--- src/rtl/wave_meter.sv ---
// Hysteresis slicer plus single-shot period/high-time meter for an 8-bit waveform.
// Define WAVE_METER_DUTY_PCT_EN to add the sequential duty-percent divider.
module wave_meter #(
    parameter int unsigned CNT_W       = 20,
    parameter logic [7:0]  TH_HI       = 8'd160,
    parameter logic [7:0]  TH_LO       = 8'd96,
    parameter int unsigned TIMEOUT_CYC = 20'hFFFFF
) (
    input  logic             clk,
    input  logic             rstn,
    input  logic [7:0]       samp,
    input  logic             start,
    output logic             busy,
    output logic             meas_valid,
    output logic             timeout,
    output logic [CNT_W-1:0] period_cnt,
    output logic [CNT_W-1:0] high_cnt,
    output logic [6:0]       duty_pct,
    output logic             level
);

    typedef enum logic [2:0] {IDLE, ARM, HIGH, LOW, DONE, DIV} state_t;

    localparam logic [CNT_W-1:0] WD_LAST = CNT_W'(TIMEOUT_CYC - 1);

    state_t           state, state_nx;
    logic [7:0]       s_q;
    logic             lvl, lvl_d;
    logic             rise, fall;
    logic [CNT_W-1:0] pcnt, hcnt, wd;
    logic [CNT_W-1:0] pcnt_inc, hcnt_inc;
    logic             accept, measuring, expire, fire_ok, fire_to;
    logic             div_last;

    // Slicer: level only moves when the sample leaves the hysteresis band.
    always_ff @(posedge clk or negedge rstn) begin
        if (!rstn) begin
            s_q   <= '0;
            lvl   <= 1'b0;
            lvl_d <= 1'b0;
        end else begin
            s_q   <= samp;
            lvl_d <= lvl;
            if (s_q >= TH_HI)
                lvl <= 1'b1;
            else if (s_q <= TH_LO)
                lvl <= 1'b0;
        end
    end

    assign rise  = lvl & ~lvl_d;
    assign fall  = ~lvl & lvl_d;
    assign level = lvl;

    always_ff @(posedge clk or negedge rstn) begin
        if (!rstn) state <= IDLE;
        else       state <= state_nx;
    end

    always_comb begin
        state_nx = state;
        case (state)
            IDLE: if (accept) state_nx = ARM;
            ARM:  if (expire) state_nx = IDLE; else if (rise) state_nx = HIGH;
            HIGH: if (expire) state_nx = IDLE; else if (fall) state_nx = LOW;
            LOW:  if (expire) state_nx = IDLE; else if (rise) state_nx = DONE;
`ifdef WAVE_METER_DUTY_PCT_EN
            DONE: state_nx = DIV;
            DIV:  if (div_last) state_nx = IDLE;
`else
            DONE: state_nx = IDLE;
`endif
            default: state_nx = IDLE;
        endcase
    end

    // A start landing on the meas_valid cycle is dropped even if the FSM is already idle.
    always_comb begin
        accept    = (state == IDLE) && start && !meas_valid;
        measuring = (state == ARM) || (state == HIGH) || (state == LOW);
        expire    = measuring && !(rise || fall) && (wd == WD_LAST);
        fire_to   = expire;
`ifdef WAVE_METER_DUTY_PCT_EN
        fire_ok   = (state == DIV) && div_last;
`else
        fire_ok   = (state == LOW) && rise;
`endif
    end

    assign pcnt_inc = (&pcnt) ? pcnt : pcnt + 1'b1;
    assign hcnt_inc = (&hcnt) ? hcnt : hcnt + 1'b1;

    always_ff @(posedge clk or negedge rstn) begin
        if (!rstn) begin
            pcnt <= '0;
            hcnt <= '0;
            wd   <= '0;
        end else begin
            case (state)
                IDLE: if (accept) begin
                    pcnt <= '0;
                    hcnt <= '0;
                    wd   <= '0;
                end
                ARM: if (rise) begin
                    pcnt <= CNT_W'(1);
                    hcnt <= CNT_W'(1);
                end
                HIGH: begin
                    pcnt <= pcnt_inc;
                    if (!fall) hcnt <= hcnt_inc;
                end
                LOW: if (!rise) pcnt <= pcnt_inc;
                default: ;
            endcase
            if (measuring)
                wd <= (rise || fall) ? '0 : wd + 1'b1;
        end
    end

`ifdef WAVE_METER_DUTY_PCT_EN
    localparam int unsigned QW = CNT_W + 7;
    localparam int unsigned NW = $clog2(QW + 1);

    logic [QW-1:0]    dvd, q_nx;
    logic [CNT_W-1:0] rem, rem_nx;
    logic [CNT_W:0]   trial, diff;
    logic [NW-1:0]    div_n;
    logic             ge;

    // Restoring division: dividend shifts out MSB-first, quotient bits shift in.
    always_comb begin
        trial  = {rem, dvd[QW-1]};
        diff   = trial - {1'b0, pcnt};
        ge     = trial >= {1'b0, pcnt};
        rem_nx = ge ? diff[CNT_W-1:0] : trial[CNT_W-1:0];
        q_nx   = {dvd[QW-2:0], ge};
    end

    assign div_last = (div_n == NW'(1));

    always_ff @(posedge clk or negedge rstn) begin
        if (!rstn) begin
            dvd   <= '0;
            rem   <= '0;
            div_n <= '0;
        end else if (state == DONE) begin
            dvd   <= QW'(hcnt) * QW'(100);
            rem   <= '0;
            div_n <= NW'(QW);
        end else if (state == DIV) begin
            dvd   <= q_nx;
            rem   <= rem_nx;
            div_n <= div_n - 1'b1;
        end
    end

    always_ff @(posedge clk or negedge rstn) begin
        if (!rstn)        duty_pct <= '0;
        else if (fire_to) duty_pct <= '0;
        else if (fire_ok) duty_pct <= q_nx[6:0];
    end
`else
    assign div_last = 1'b0;
    assign duty_pct = '0;
`endif

    always_ff @(posedge clk or negedge rstn) begin
        if (!rstn) begin
            busy       <= 1'b0;
            meas_valid <= 1'b0;
            timeout    <= 1'b0;
            period_cnt <= '0;
            high_cnt   <= '0;
        end else begin
            meas_valid <= fire_ok || fire_to;
            if (accept) begin
                busy    <= 1'b1;
                timeout <= 1'b0;
            end
            if (fire_ok || fire_to)
                busy <= 1'b0;
            if (fire_to) begin
                timeout    <= 1'b1;
                period_cnt <= '0;
                high_cnt   <= '0;
            end else if (fire_ok) begin
                period_cnt <= pcnt;
                high_cnt   <= hcnt;
            end
        end
    end

endmodule
--- config.mk ---
export PLATFORM = sky130hd
export DESIGN_NAME = wave_meter
export DESIGN_NICKNAME = d
export VERILOG_FILES = /design/src/rtl/wave_meter.sv
export SDC_FILE = /design/constraint.sdc
export NUM_CORES = 1
export LEC_CHECK = 0
export ABC_AREA = 1
export CAP_MARGIN = 20
export CORE_MARGIN = 10
export CORE_UTILIZATION = 35
export DETAILED_ROUTE_END_ITERATION = 7
export PLACE_DENSITY = 0.54
export SLEW_MARGIN = 15
export SYNTH_ARGS = -nofsm -noshare
export SYNTH_HDL_FRONTEND = slang
export SYNTH_SLANG_ARGS = --single-unit
--- constraint.sdc ---
create_clock -name clk -period 5.1 [get_ports clk]
set_clock_uncertainty 0.05 [all_clocks]
set_input_delay 1.02 -clock clk [delete_from_list [all_inputs] [get_ports clk]]
set_output_delay 1.02 -clock clk [all_outputs]
set_load 0.05 [all_outputs]
=== Word-level counts from Yosys, hierarchy flattened ===
Cells that the tools add are included.

* Reduce and logical (&&, ||, !) cells: 26
* Div/mod/pow operators: 0
* Bitwise operators: 4
* Multipliers: 0
* Eq/ne operators: 12
* Add/subtract/negate cells: 3
* Shift-type cells: 0
* Order comparisons: 2
* Multiplexer cells: 29

{| class="wikitable"
|+ Operators by type and width
! kind !! count
|-
| 20-bit 2-to-1 mux || 13
|-
| 20-bit one-hot mux with 4 select lines || 1
|-
| 20-bit by 1-bit adder with 20-bit output, second input constant || 3
|-
| 20-bit one-hot mux with 3 select lines || 1
|-
| 20-bit AND reduction || 2
|-
| 3-bit 2-to-1 mux || 7
|-
| 20-bit equality test, second input constant || 1
|-
| 3-bit one-hot mux with 4 select lines || 1
|-
| 2-bit nonzero test || 6
|-
| 2-bit != test, second input constant || 5
|-
| 3-bit != test, second input constant || 3
|-
| 8-bit greater-or-equal comparator, second input constant || 1
|-
| 8-bit by 7-bit less-or-equal comparator with 1-bit output, second input constant || 1
|-
| 4-bit AND reduction || 2
|-
| 3-bit by 2-bit equality test with 1-bit output, second input constant || 2
|-
| 1-bit 2-to-1 mux || 6
|-
| 1-bit logical AND || 5
|-
| 5-bit AND reduction || 1
|-
| 1-bit logical OR || 4
|-
| 4-bit nonzero test || 1
|-
| 3-bit by 1-bit equality test with 1-bit output, second input constant || 1
|-
| 3-bit zero test || 1
|-
| 3-bit nonzero test || 1
|-
| 1-bit AND || 2
|-
| 3 further kinds || 5
|}

* Bits in writable memories: 0
* Memories: 0
* Flip-flop bits (word level): 116
* Memory bits (read-only): 0
* Latch bits: 0
* Input port bits: 11
* Output and inout port bits: 51

=== Depth between registers and ports, before layout ===
Gate-level depths: netlist of the first run.

* Depth after elaboration: 8
* Depth in mapped cells: 11
* Mapped depth without buffers: 11

=== Least setup slack after synthesis of the first run ===
Ideal clock, no wire load.

* Path type: in2reg
* Start point: input port start
* End point: register pcnt[7]
* Arrival time: 1.896 ns
* Stages: 7
* Data required time: 4.976 ns
* Path slack: 3.080 ns
* Path buffers: 1
* Cells stage by stage: nand2_1 -> nor2_4 -> nor2_4 -> nor2_4 -> nand3_4 -> buf_8 -> o21ai_2

* Longest elaborated chain between the ends: 4

{| class="wikitable"
|+ RTL lines
! what !! line !! RTL
|-
| start: declaration || 12 || <nowiki>input logic start,</nowiki>
|-
| 1-bit logical AND (2 in a row) || 79 || <nowiki>accept = (state == IDLE) && start && !meas_valid;</nowiki>
|-
| 2-bit != test (no line) || -- ||
|-
| 4-bit AND reduction (no line) || -- ||
|-
| end signal: assignment || 110 || <nowiki>pcnt <= pcnt_inc;</nowiki>
|-
| end signal: assignment || 113 || <nowiki>LOW: if (!rise) pcnt <= pcnt_inc;</nowiki>
|-
| end: declaration || 30 || <nowiki>logic [CNT_W-1:0] pcnt, hcnt, wd;</nowiki>
|}

Every way passes these cells.
A chain may end at the register's enable or synchronous reset.

=== Worst setup path in the final report of the first run ===
* Start point: register state[1]
* End point: register hcnt[15]

* Longest elaborated chain between the ends: 5

{| class="wikitable"
|+ RTL lines
! what !! line !! RTL
|-
| start: declaration || 26 || <nowiki>state_t state, state_nx;</nowiki>
|-
| start signal: assignment || 57 || <nowiki>else state <= state_nx;</nowiki>
|-
| 3-bit zero test || 79, 99 ||
|-
| 1-bit logical AND (2 in a row) || 79 ||
|-
| 2-bit != test (no line) || -- ||
|-
| 5-bit AND reduction (no line) || -- ||
|-
| end signal: assignment || 111 || <nowiki>if (!fall) hcnt <= hcnt_inc;</nowiki>
|-
| end: declaration || 30 ||
|}

Several ways; a longest one is shown, not always the timed one.

==> results.md, run 1 <==
- CP max-delay cell: nor2_1
- Cell Area, Synth: 6090 sq um
- Post-synthesis cell count: 786
- Drt drc: 0
- Post-synthesis mux area share: 0
- Initial antenna violation count: 0
- Vias in the first global route: 5078
- Crit Path Max Fanout: 20
- H-tree Lvls: 4
- Routed wire length per instance: 13.5 um
- # fillers: 1824
- Crit end category: register
- Num CTS Buffers: 17
- Slew HR: 0.317
- R2R Setup Slk: 2.29 ns
- Worst-margin pin slew: 1.02 ns
- Max-slew violation count: 0
- Layout Nets: 852
- Final ANT Viol Nets: 0
- Xor/xnor share of the synthesized area: 0.0345
- Layout cells sized above 1: 0.0826
- Hold Slack: 0.397 ns
- Netlist cell types: 35
- Critical path data arrival time: 3.11 ns
- Initial DRC Count: 341
- Setup Buffers After CTS: 0
- Setup-failing EPs final: 0
- Crit path buf inv count: 1
- Most common cell after layout, fill and taps aside: nand2_1
- Initial core utilization: 0.354
- Hold Violations, Final: 0
- Storage element area: 2900 sq um
- Worst-path cell chain: nand2_2 -> nor2_1 -> nand2_1 -> o21ai_1 -> clkinv_1 -> nand4_1 -> nand2_1 -> nand2_1
- GPL Wtd Cong: 0.822
- Vias per cell: 4.68
- FF+latch count, synth: 116
- Tot GR Track Use: 0.130
- Root Buffer: clkbuf_16
- Antenna cells: 0
- Simple-gate share of the synthesized area: 0.316
- Critical path class: reg2reg
- Most frequent cells in the layout: nand2_1 (251), dfrtp_1 (116), nor2_1 (93), nand3_1 (63), a21oi_1 (61)
- Min-delay worst type: reg2reg
- Crit-path most repeated cell: nand2_1
- Mapped Avg Cell Area: 7.74 sq um
- Hold Buf Count CTS: 0
- Layout area overhead: 21.3%
- Type of origin of the critical path: register
- Clock-pin slew on the worst setup and hold paths: 0.06 ns
- Final TNS setup: 0 ns
- Part of the Yosys area used for sequential elements: 0.477
- PostCTS Resize Cnt: 0
- Via count: 5013
- # clock sinks: 116
- Asr flop ratio synth: 1.00
- TritonCTS clock tree: yes
- Cell row count: 48
- Post-Synth Adder-Cell Area: 0.0123
- Multi-input logic area: 2780 sq um
- First-pass GRT wire length: 25500 um
- Post-Route WL: 14500 um
- Die area: 23100 sq um
- Final period util: 0.551
- I/O pins: 62
- Clock tree buffer depth: 2
- Max incr delay on CP: 0.73 ns
- Worst-Skew Late Latency: 0.42 ns
- Power per cell area: 426 nW/um^2
- Outcome: completed
- Critical Path RT: 5.40 ns
- Max frequency: 356 MHz
- Main combinational cell family by area after synthesis: simple AND/OR/NAND/NOR gates
- CP top delay family: simple AND/OR/NAND/NOR gates
- Crit path time final: 2.81 ns
- Final HPWL DP: 9780 um
- Warnings, synthesis: 0
- I/O Buffers: 54
- Post-synth EDFFs: 0
- Max_cap viols: 0
- Largest net degree at the start of global routing: 57
- Main flop type after synthesis: dfrtp_1
- Die X: 152 um
- GR Overflow Total: 0
- Die Span Y: 152 um
- Static Leakage: 3.16 nW
- RSZ-0062 raised after global routing: false
- Core area: 17200 sq um
- Post-synthesis compound-gate area fraction: 0.0894
- Peak supply drop: 0.281 mV
- Drt pass-1 iters: 5
[per-layer routing]
layer | global-route usage | part of all wire | vias up
li1 | - | - | 2599
met1 | 0.175 | 0.51 | 2314
met2 | 0.191 | 0.43 | 83
met3 | 0.0378 | 0.044 | 17
met4 | 0.0536 | 0.017 | 0
met5 | 0 | 0 | -
[report_power, final]
group / switching [mW] / internal [mW]
Sequential: 0.0733 / 0.980
Clock: 0.426 / 0.849
Combinational: 0.617 / 0.201
Total: 1.12 / 2.03
[cell families after synthesis]
family	after synthesis
AOI/OAI and AO/OA	97
adders and majority gates	6
other	1
buffers and inverters	92
DFF	116
xor gates and xnor gates	24
and+or+nand+nor	450
[path summary, 6_finish.rpt]
| kind | from | end | cells after the start |
|---|---|---|---|
| worst max-delay path | state[1] | hcnt[15] | 8 |
| worst min-delay path | level | lvl_d | 0 |
| worst max register to register | state[1] | hcnt[15] | 8 |
| worst min register to register | level | lvl_d | 0 |
| max in group asynchronous | rstn | high_cnt[8] | 2 |
| min in group asynchronous | rstn | period_cnt[13] | 1 |
[sequential cells by signal, summed over array words and instances (netlist names)]
name	count
s_q	8
busy	1
meas_valid	1
high_cnt	20
hcnt	20
state	3
timeout	1
level	1
wd	20
pcnt	20
lvl_d	1
period_cnt	20
[Yosys cell counts (2+ instances only)]
cell type / number / area [sq um]
buf_6: 3 / 33.8
buf_4: 9 / 67.6
nor3_1: 10 / 50.1
a31oi_1: 2 / 12.5
nand3_1: 63 / 315
nand2_2: 4 / 25.0
nand3_4: 2 / 35.0
xor2_1: 15 / 131
o21ai_0: 14 / 70.1
nor2_2: 3 / 18.8
nor3b_1: 3 / 22.5
inv_1: 51 / 191
nand4_1: 9 / 56.3
inv_2: 4 / 15.0
nor2_4: 6 / 67.6
nand2_1: 251 / 942
nand3b_1: 2 / 15.0
buf_2: 10 / 50.1
dfrtp_1: 116 / 2900
o21bai_1: 2 / 15.0
a21oi_1: 61 / 305
o21ai_1: 4 / 20.0
clkbuf_1: 13 / 48.8
ha_1: 6 / 75.1
xnor2_1: 9 / 78.8
nor2_1: 94 / 353
o21ai_2: 12 / 105
[area by class of cell]
cell class / instances / share of cell area
clock buffers: 21 / 0.0637
clock inverters: 10 / 0.0208
inverters: 56 / 0.0285
multi-input cells: 584 / 0.377
flip-flops and latches: 116 / 0.393
well taps: 225 / 0.0381
repair buffers: 60 / 0.0790
[stage by stage]
stage / setup WS (ns) / cells / utilization / power, mW / cell area, sq um
5_1_grt: 2.02 / 1072 / 0.430 / 3.33 / 7380
6_report: 2.29 / 1072 / 0.430 / 3.15 / 7380
3_5_place_dp: 1.98 / 1041 / 0.394 / 1.90 / 6760
4_1_cts: 2.27 / 1072 / 0.430 / 3.19 / 7380
2_1_floorplan: 3.08 / 792 / - / 1.72 / 6110
3_3_place_gp: 2.04 / 1041 / 0.394 / 1.90 / 6760
(Power assumes the default switching activity.)
==> inputs of run 2 (changes only) <==
--- a/config.mk
+++ b/config.mk
@@ -10,7 +10,7 @@
 export CORE_MARGIN = 10
 export CORE_UTILIZATION = 35
 export DETAILED_ROUTE_END_ITERATION = 7
-export PLACE_DENSITY = 0.54
+export PLACE_DENSITY = 0.55
 export SLEW_MARGIN = 15
 export SYNTH_ARGS = -nofsm -noshare
 export SYNTH_HDL_FRONTEND = slang
==> constraint.sdc (replaced) <==
create_clock -name clk -period 2.5 [get_ports clk]
set_clock_uncertainty 0.05 [all_clocks]
set_input_delay 0.5 -clock clk [delete_from_list [all_inputs] [get_ports clk]]
set_output_delay 0.5 -clock clk [all_outputs]
set_load 0.05 [all_outputs]
==> run 2 against run 1 <==
Against the previous run:
- critical path depth shrank 7
- flip-flop and latch count stayed put
- core utilization is 0.21 points higher
- global-route usage down 0.096 points
- sequential share of layout area decreased by 0.19 points
- cell count up 0.37%
- combinational power is 110% higher
- die area unchanged
- first-iteration DRC count shrank 23%
- non-clock buffer count increased by 5
- clock power increased by 92%
- sequential power up 100%
- critical endpoint is now level
- largest cell class unchanged
==> results.md, run 2 (synthesized netlist as in run 1, its figures left out) <==
- Outcome: completed
- Die area: 23100 sq um
- Critical Path RT: 1.95 ns
- Post-route setup slack: 0.309 ns
- TritonCTS clock tree: yes
- Root Buffer: clkbuf_16
- CP max-delay cell: clkdlybuf4s50_1
- Num CTS Buffers: 17
- Vias per cell: 4.70
- Crit end category: primary output
- GPL Wtd Cong: 0.830
- Antenna cells: 0
- Power per cell area: 855 nW/um^2
- Max_cap viols: 0
- Final period util: 0.876
- Most frequent cells in the layout: nand2_1 (251), dfrtp_1 (116), nor2_1 (93), nand3_1 (63), a21oi_1 (61)
- Initial core utilization: 0.354
- PostCTS Resize Cnt: 0
- GR Overflow Total: 0
- Critical path class: reg2out
- Worst-Skew Late Latency: 0.42 ns
- Slew HR: 0.509
- Layout Nets: 857
- Hold Buf Count CTS: 0
- Crit path time final: 2.19 ns
- Largest net degree at the start of global routing: 117
- Layout area overhead: 21.9%
- Drt pass-1 iters: 4
- Max incr delay on CP: 0.85 ns
- Vias in the first global route: 5052
- Cell Int Power: 4.09 mW
- Hold Violations, Final: 0
- CP top delay family: buffers and inverters
- Static Leakage: 3.18 nW
- Via count: 5058
- Layout cells sized above 1: 0.0881
- Cell row count: 48
- Min-delay worst type: in2async
- Clock power share: 0.388
- Setup-failing EPs final: 0
- Tot GR Track Use: 0.129
- I/O pins: 62
- Clock tree buffer depth: 2
- Post-Route WL: 14600 um
- Max frequency: 457 MHz
- Final TNS setup: 0 ns
- Worst-margin pin slew: 0.736 ns
- Critical path data arrival time: 1.64 ns
- Drt drc: 0
- Sw Share: 0.356
- Final ANT Viol Nets: 0
- Setup Buffers After CTS: 0
- I/O Buffers: 54
- Crit path buf inv count: 1
- Most common cell after layout, fill and taps aside: nand2_1
- Combinational power share: 0.278
- First-pass GRT wire length: 25200 um
- Sequential share of power: 0.334
- Peak supply drop: 0.597 mV
- H-tree Lvls: 4
- Max-slew violation count: 0
- Core area: 17200 sq um
- Final HPWL DP: 9690 um
- Clock-pin slew on the worst setup and hold paths: 0.05 ns
- # clock sinks: 116
- Crit Path Max Fanout: 4
- Switch Pwr: 2.26 mW
- Worst-path cell chain: clkdlybuf4s50_1
- Type of origin of the critical path: register
- RSZ-0062 raised after global routing: false
- Initial antenna violation count: 0
- Routed wire length per instance: 13.6 um
- Initial DRC Count: 264
- Post-Place Worst Slack: 0.239 ns
- Die Span Y: 152 um
- Die X: 152 um
[run 2: final timing paths]
check | startpoint | end | slack, ns | cells after the start
max in group asynchronous | rstn | state[0] | 1.74 | 2
setup / recovery | level | level | 0.31 | 1
min in group clk | level | lvl_d | 0.38 | 0
setup reg to reg | pcnt[0] | pcnt[17] | 0.46 | 10
hold / removal | rstn | period_cnt[15] | 0.02 | 2
hold reg to reg | level | lvl_d | 0.38 | 0
[run 2: power by group through the flow]
stage	sequential, mW	clock, mW	combinational (mW)
global route	2.14	2.60	1.98
CTS	2.12	2.52	1.81
finish	2.12	2.46	1.76
global placement	2.14	0	1.79
floorplan	2.25	0	1.26
detailed placement	2.15	0	1.80
[run 2: per-layer routing]
layer | up-vias | track usage | wire length (um)
met5 | - | 0 | 0
met3 | 17 | 0.0361 | 669
li1 | 2613 | - | -
met1 | 2349 | 0.166 | 7160
met2 | 79 | 0.199 | 6540
met4 | 0 | 0.0550 | 216
[run 2: area by class of cell]
class / count / area, sq um
fill: 1780 / 9760
clock buffer: 20 / 467
inverter: 56 / 210
clock inverter: 10 / 131
multi-input combinational: 584 / 2780
tap: 225 / 282
sequential: 116 / 2900
timing repair buffer: 65 / 646
[run 2: per-stage QoR]
step / instance area, sq um / util / instances / power (mW) / hold slack, ns
3_3_place_gp: 6820 / 0.397 / 1046 / 3.93 / 0.366
3_5_place_dp: 6820 / 0.397 / 1046 / 3.94 / 0.365
4_1_cts: 7420 / 0.432 / 1076 / 6.44 / 0.153
6_report: 7420 / 0.432 / 1076 / 6.34 / 0.0234
5_1_grt: 7420 / 0.432 / 1076 / 6.72 / 0.192
2_1_floorplan: 6110 / - / 792 / 3.51 / 0.154
